<file path="src/rtl/fifo_share_ctrl.sv">
// fifo_share_ctrl: round-robin two-writer/one-reader controller for a shared 16-entry memory,
// with a flush mode that drains all stored words before new writes are accepted.
module fifo_share_ctrl #(
    parameter int DATA_W = 15,
    parameter int ADDR_W = 4
) (
    input  logic              clock,
    input  logic              reset,
    input  logic              wr_req0,
    input  logic [DATA_W-1:0] wr_data0,
    input  logic              wr_req1,
    input  logic [DATA_W-1:0] wr_data1,
    output logic              wr_ack0,
    output logic              wr_ack1,
    input  logic              rd_req,
    input  logic              flush,
    output logic              rd_valid,
    output logic              draining,
    output logic              mem_wen,
    output logic              mem_ren,
    output logic [ADDR_W-1:0] mem_wrAddress,
    output logic [ADDR_W-1:0] mem_rdAddress,
    output logic [DATA_W-1:0] mem_dataIn,
    output logic              full,
    output logic              empty,
    output logic [ADDR_W:0]   count
);
    localparam int DEPTH = 2 ** ADDR_W;

    typedef enum logic {RUN, DRAIN} state_t;

    state_t            state, state_nxt;
    logic [ADDR_W-1:0] wr_ptr, rd_ptr;
    logic [ADDR_W:0]   count_nxt;
    logic              rr_last, start, can_wr, g0, g1;

    always_comb begin
        full          = count == (ADDR_W + 1)'(DEPTH);
        empty         = count == '0;
        draining      = state == DRAIN;
        // an accepted flush already blocks writes in its own cycle
        start         = state == RUN && flush && !empty;
        can_wr        = state == RUN && !start && !full;
        g0            = can_wr && wr_req0 && (!wr_req1 || rr_last);
        g1            = can_wr && wr_req1 && (!wr_req0 || !rr_last);
        wr_ack0       = g0;
        wr_ack1       = g1;
        mem_wen       = g0 || g1;
        mem_dataIn    = g0 ? wr_data0 : g1 ? wr_data1 : '0;
        mem_ren       = !empty && (draining || rd_req);
        mem_wrAddress = wr_ptr;
        mem_rdAddress = rd_ptr;
        count_nxt     = count + (ADDR_W + 1)'(mem_wen) - (ADDR_W + 1)'(mem_ren);
        state_nxt     = start ? DRAIN : (draining && count_nxt == '0) ? RUN : state;
    end

    always_ff @(posedge clock) begin
        if (reset) begin
            state    <= RUN;
            wr_ptr   <= '0;
            rd_ptr   <= '0;
            count    <= '0;
            rr_last  <= 1'b1;
            rd_valid <= 1'b0;
        end else begin
            state    <= state_nxt;
            count    <= count_nxt;
            rd_valid <= mem_ren;
            if (mem_wen) wr_ptr <= wr_ptr + ADDR_W'(1);
            if (mem_ren) rd_ptr <= rd_ptr + ADDR_W'(1);
            if (wr_req0 && wr_req1 && mem_wen) rr_last <= g1;
        end
    end
endmodule

</file>
<file path="config.mk">
export PLATFORM = sky130hd
export DESIGN_NAME = fifo_share_ctrl
export DESIGN_NICKNAME = d
export VERILOG_FILES = /design/src/rtl/fifo_share_ctrl.sv
export SDC_FILE = /design/constraint.sdc
export NUM_CORES = 1
export LEC_CHECK = 0
export CAP_MARGIN = 20
export CORE_MARGIN = 4
export CORE_UTILIZATION = 35
export DETAILED_ROUTE_END_ITERATION = 8
export PLACE_DENSITY = 0.87
export SYNTH_ARGS = -nofsm -noshare
export SYNTH_HDL_FRONTEND = slang
export SYNTH_SLANG_ARGS = --single-unit
export TNS_END_PERCENT = 20
</file>
<file path="constraint.sdc">
create_clock -name clock -period 3.6 [get_ports clock]
set_clock_uncertainty 0.05 [all_clocks]
set_input_delay 1.08 -clock clock [delete_from_list [all_inputs] [get_ports clock]]
set_output_delay 1.08 -clock clock [all_outputs]
set_load 0.02 [all_outputs]
</file>
==> metrics, run 1 <==
total CTS buffers 3; Data required, critical path 2.47 ns; pre-CTS setup slack -0.3796 ns; Main synth FF type dfxtp_1; htree depth 1; largest area contributor in the synthesized netlist dfxtp_1; Worst-Margin Slew 0.6245 ns; post-synthesis adder-cell area fraction 0.1135; dpl hpwl 2.935 mm; Final ANT Viol Nets 0; gr usage total 0.1976; Leak Pwr 0.8192 nW; initial antenna violation count 0; XOR/XNOR Fraction of Synth Area 0.07447; GP Congestion 0.8061; placed insts 233; CTS clk-pin slew, worst paths 0.09 ns; CP max FO 8; Worst Setup Slack, final -0.04074 ns; Tcrit/Tclk final 1.011; worst hold path type register to register; row count 19; fin. max-slew vios 0; Root Buffer clkbuf_4; synthesized area per cell 8.401 sq um; first-pass GRT wire length 6.341 mm; First-pass DRT Iterations 4; mapped cell area 1059 sq um; Post-synth top cells 29 x nor2_1, 16 x dfxtp_1, 15 x a22oi_1, 9 x xnor2_1, 8 x ha_1; I/O pin count 72; Initial Utilization 0.3742; CTS tree built; Yosys top cell area share 0.3026; die area 3968 sq um; max-cap viol count 0; relative slew slack 0.5823; Max stage delay cell, worst path clkdlybuf4s50_1; mux share of post-synthesis cell area 0.02009; crit path kind primary input to output pin; Core Util, Final 0.6612; RSZ-0062 raised after global routing true; maximum VDD drop 469.7 uV; minimum hold slack 0.4785 ns; Syn. warnings 0; Clock Path Buffers 2; diode count 0; die span in x 63.00 um; #FFs+latches synth 16; Crit. End Element output pin; Post-CTS Setup Inserts 0; Vias 1257; Critical Path Max Stage Delay 0.45 ns; gr ovfl total 0; Final min period 3.641 ns; final setup fails 3; hold_buf cts 0; DIE HEIGHT 63.00 um; Via-to-Cell Ratio 5.259; post-synthesis sequential area ratio 0.3026; drt drc 0; TritonCTS Sinks 16; 1st-iter DRT viols 51; Post-synth EDFFs 0; syn_nets 171; Layout Cells excl Fill 239; final WL 3.910 mm; WL/cell 16.36 um; crit-path leading delay family buffers and inverters; vias in the first global route 1337; Cell variety after synth 32; most common cell in the netlist nor2_1; status finished with violations; Worst path most repeated cell buf_4; async set-or-reset flop fraction in the synthesized netlist 0; final instance area 1871 sq um; max frequency 0.2747 GHz; Final Net Count 254; layout cells sized above 1 0.1971; port bufs 71; main combinational cell family by area after synthesis simple AND/OR/NAND/NOR gates; Layout area overhead 76.71%; final hold viol count 0; Final Total Pwr 1.364 mW; leading post-synthesis cells by cell area dfxtp_1 30%, a22oi_1 11%, nor2_1 10%, ha_1 9.5%, xnor2_1 7.4%; failing checks setup timing; setup_tns -0.07816 ns; crit start category primary input; CP Cell Sequence clkdlybuf4s50_1 > buf_4 > a21boi_2 > buf_4 > a22oi_1 > nor2_1 > clkdlybuf4s15_2; Core ar. 2829 sq um; Buf/Inv on CP 4; largest net degree at the start of global routing 19; CP Data Arrival Time 2.51 ns; post-synthesis compound-gate area fraction 0.2163; area share of and/or/nand/nor cells after synthesis 0.2305; latest clock arrival within the worst-skew pair 0.30 ns; synthesized instance count 126; PD cells 729.0 nW/um^2; area of placed instances 1864 sq um
-- worst reg2reg max path, cell delays in order, from the launching register on --
cell and delay, ns:
dfxtp_1 0.34, inv_1 0.09, ha_1 0.20, nor4b_2 0.20, buf_4 0.19, nor2_1 0.07, buf_4 0.15, ha_1 0.28
inv_1 0.05, ha_1 0.22, fa_1 0.41, a21oi_1 0.16, o21bai_1 0.10, xnor2_1 0.15, a311oi_1 0.24
-- cell families after synthesis --
| group | count (synthesis) |
|---|---|
| XOR/XNOR | 9 |
| AND/OR/NAND/NOR | 48 |
| flip-flops | 16 |
| AO/OA/AOI/OAI | 30 |
| multiplexers | 2 |
| adder cells (fa/ha/maj) | 9 |
| buffers and inverters | 12 |
-- final timing paths --
path | from | to | slack (ns) | cells after the start
min reg2reg | mem_rdAddress[3]$_SDFFE_PP0P_ | mem_rdAddress[3]$_SDFFE_PP0P_ | 0.48 | 2
min | mem_rdAddress[3]$_SDFFE_PP0P_ | mem_rdAddress[3]$_SDFFE_PP0P_ | 0.48 | 2
max | wr_req1 | mem_dataIn[14] | -0.04 | 7
max reg2reg | count[2]$_SDFF_PP0_ | draining$_SDFFE_PP0P_ | 0.63 | 14
-- what timing repair did --
item                                    4_1_cts  5_1_grt
endpoints found under the setup margin       18       18
gates resized for setup                      59       17
gates cloned                                  2        0
-- flip-flops by register name, summed over array words and instances (netlist names) --
name / flops
mem_rdAddress: 4
count: 5
rd_valid: 1
draining: 1
rr_last: 1
mem_wrAddress: 4
-- layout make-up --
cell class                      instances  area [sq um]
Sequential cell                        16         320.3
Timing Repair Buffer                   83         739.5
Clock buffer                            4         36.28
Fill cell                             250         958.4
Inverter                                7         26.28
Multi-Input combinational cell         98         709.4
Tap cell                               31         38.79
-- cell usage in the layout (no fill, tap or decap), types with 2 or more instances in the layout --
cell type,instances
buf_2,13
nor3_1,2
clkbuf_4,3
o21bai_1,2
clkdlybuf4s50_1,52
nand2b_1,2
nor2b_1,6
ha_1,8
a22oi_1,15
dfxtp_1,16
clkdlybuf4s15_2,3
a21oi_1,4
inv_1,7
nor2_1,29
buf_4,11
xnor2_1,9
-- report_power, final --
part           leakage (nW)  switching [mW]  internal (mW)
Sequential            0.132          0.0631          0.231
Combinational         0.667           0.503          0.444
Clock                0.0210          0.0598         0.0618
Total                 0.819           0.626          0.738
-- routing by layer --
layer,part of all wire,GRT usage
met2,0.57,0.3992
met4,0.014,0.05785
met3,0.045,0.04676
met1,0.37,0.1930
met5,0,0
Power figures use the tool's default switching activity.
==> run 2, diff against run 1 <==
--- a/config.mk
+++ b/config.mk
@@ -5,11 +5,12 @@
 export SDC_FILE = /design/constraint.sdc
 export NUM_CORES = 1
 export LEC_CHECK = 0
+export ABC_AREA = 1
 export CAP_MARGIN = 20
 export CORE_MARGIN = 4
 export CORE_UTILIZATION = 35
 export DETAILED_ROUTE_END_ITERATION = 8
-export PLACE_DENSITY = 0.87
+export PLACE_DENSITY = 0.85
 export SYNTH_ARGS = -nofsm -noshare
 export SYNTH_HDL_FRONTEND = slang
 export SYNTH_SLANG_ARGS = --single-unit
==> metrics, run 2 <==
crit path kind primary input to output pin; Post-synth top cells 54 x nand2_1, 23 x inv_1, 20 x nor2_1, 16 x dfxtp_1; Final min period 3.549 ns (-0.09187 ns); reg-to-reg endpoint draining$_SDFFE_PP0P_; vias in the first global route 1186 (-11%); setup_tns 0 ns (+0.07816 ns); TritonCTS Sinks 16 (unchanged); initial antenna violation count 0 (unchanged); flip-flop count of the largest register, all copies and words added 5 (unchanged); CP max FO 16 (+8); Layout Cells excl Fill 292 (+22%); leading post-synthesis cells by cell area dfxtp_1 28%, nand2_1 18%, ha_1 8.9%, inv_1 7.7%, nor2_1 6.7%; Main synth FF type dfxtp_1; Crit. End Element output pin; Core ar. 3053 sq um (+7.9%); fin. max-slew vios 0 (unchanged); most common cell in the netlist nand2_1; #FFs+latches synth 16 (unchanged); port bufs 71 (unchanged); CTS tree built; first-pass GRT wire length 5.402 mm (-15%); Cell variety after synth 23 (-28%); Worst Hold Path EP mem_rdAddress[2]$_SDFFE_PP0P_; crit start category primary input; r2r setup slk 0.56 ns (-0.07 ns); row count 20 (+1); final instance area 1933 sq um (+3.3%); maximum VDD drop 510.2 uV (+8.6%); async set-or-reset flop fraction in the synthesized netlist 0 (unchanged); drt drc 0 (unchanged); largest net degree at the start of global routing 17 (-2); leading cell type in the layout, fill and taps excluded nand2_1; reg-to-reg startpoint count[2]$_SDFF_PP0_; Root Buffer clkbuf_4; Worst Setup Slack, final 0.05112 ns (+0.09187 ns); Layout area overhead 71.86%; total CTS buffers 3 (unchanged); First-pass DRT Iterations 4 (unchanged); RSZ-0062 raised after global routing true; synthesized area per cell 6.901 sq um (-18%); die span in x 64.69 um (+2.7%); Data required, critical path 2.47 ns (about the same); die area 4185 sq um (+5.5%); layout cells sized above 1 0.1734 (-0.02373); CTS clk-pin slew, worst paths 0.09 ns (about the same); synthesized instance count 163 (+29%); Via-to-Cell Ratio 4.404 (-16%); 1st-iter DRT viols 34 (-33%); Syn. warnings 0 (unchanged); gr usage total 0.1598 (-0.03782); pre-CTS setup slack -0.4152 ns (-0.03567 ns); diode count 0 (unchanged); Final Total Pwr 1.475 mW (+8.2%); most frequent cells in the layout 54 x nand2_1, 51 x clkdlybuf4s50_1, 23 x inv_1; latest clock arrival within the worst-skew pair 0.29 ns (about the same); Post-synth EDFFs 0 (unchanged); Initial Utilization 0.3684 (-0.005728); placed insts 287 (+23%); CP Cell Sequence clkdlybuf4s50_1 > buf_4 > nand4_4 > nor2_4 > buf_12 > clkdlybuf4s15_1; CP Data Arrival Time 2.42 ns (-0.09 ns); final setup fails 0 (-3); Final Net Count 294 (+16%); hold_sp mem_rdAddress[2]$_SDFFE_PP0P_; final hold viol count 0 (unchanged); GP Congestion 0.8502 (+5.5%); Critical Path Max Stage Delay 0.50 ns (+0.05 ns); Biggest register count; DIE HEIGHT 64.69 um (+2.7%); R2R depth 16 (+2); mapped cell area 1125 sq um (+6.3%); Leak Pwr 0.9553 nW (+17%); syn_nets 208 (+22%); max frequency 0.2818 GHz (+2.6%); status finished clean; minimum hold slack 0.4359 ns (-0.04264 ns); Core Util, Final 0.6332 (-0.02802); WL/cell 11.17 um (-32%); Vias 1286 (+2.3%); dpl hpwl 2.675 mm (-8.8%); Tcrit/Tclk final 0.9858 (-0.02552); Final ANT Viol Nets 0 (unchanged); hold path cells 2 (unchanged); PD cells 763.0 nW/um^2 (+4.7%); hold_buf cts 0 (unchanged); Worst-Margin Slew 0.4207 ns (-0.2039 ns); gr ovfl total 0 (unchanged); I/O pin count 72 (unchanged); htree depth 1 (unchanged); relative slew slack 0.7187 (+0.1363); area of placed instances 1967 sq um (+5.5%); Yosys top cell area share 0.2848 (-0.01784); max-cap viol count 0 (unchanged); Max stage delay cell, worst path clkdlybuf4s50_1; worst hold path type register to register; post-synthesis sequential area ratio 0.2848 (-0.01784); final WL 3.262 mm (-17%); largest area contributor in the synthesized netlist dfxtp_1; Clock Path Buffers 2 (unchanged)
[run 2: area by class of cell]
cell class / count / area, sq um
Clock buffer: 4 / 36.28
Tap cell: 44 / 55.05
Timing Repair Buffer: 84 / 737.0
Multi-Input combinational cell: 120 / 691.9
Fill cell: 278 / 1120
Inverter: 24 / 92.59
Sequential cell: 16 / 320.3
[run 2: critical path, delay by kind of cell]
| kind | cells | cell delay, ns |
|---|---|---|
| simple gates | 2 | 0.23 |
| buf+inv | 4 | 1.09 |
[run 2: logic make-up (layout without fill, tap and decap cells)]
kind of cell	after synthesis	count (layout)	synth area share
buffers and inverters	27	112	0.1057
adders and majority gates	9	9	0.1068
and+or+nand+nor	91	91	0.3748
xor gates and xnor gates	7	7	0.05451
DFF	16	16	0.2848
AOI/OAI and AO/OA	13	13	0.07342
[run 2: worst max path at each step]
stage / startpoint / cells past startpoint / slack (ns) / endpoint
finish: wr_req0 / 6 / 0.05 / wr_ack0
detailed placement: flush / 10 / -0.42 / mem_dataIn[2]
floorplan: rd_req / 13 / 0.29 / draining$_SDFFE_PP0P_
global placement: flush / 10 / -0.38 / mem_dataIn[2]
global route: wr_req1 / 8 / 0.0002 / mem_dataIn[2]
CTS: wr_req0 / 8 / -0.06 / mem_dataIn[2]
[run 2: repair_timing]
item / in CTS / in global routing
gates resized for setup: 62 / 8
cloned: 0 / 0
pin swaps: 1 / 0
buffers inserted: 1 / 0
setup endpoints to repair: 19 / 8
[run 2: metal layers]
layer | track usage | part of all wire
met4 | 0.02902 | 0.0037
met3 | 0.04333 | 0.056
met5 | 0 | 0
met2 | 0.2732 | 0.52
met1 | 0.2019 | 0.42
[run 2: report_power, final]
part	switching, mW	leakage, nW	internal (mW)
Sequential	0.0568	0.132	0.234
Combinational	0.588	0.802	0.476
Clock	0.0587	0.0210	0.0617
Total	0.704	0.955	0.771
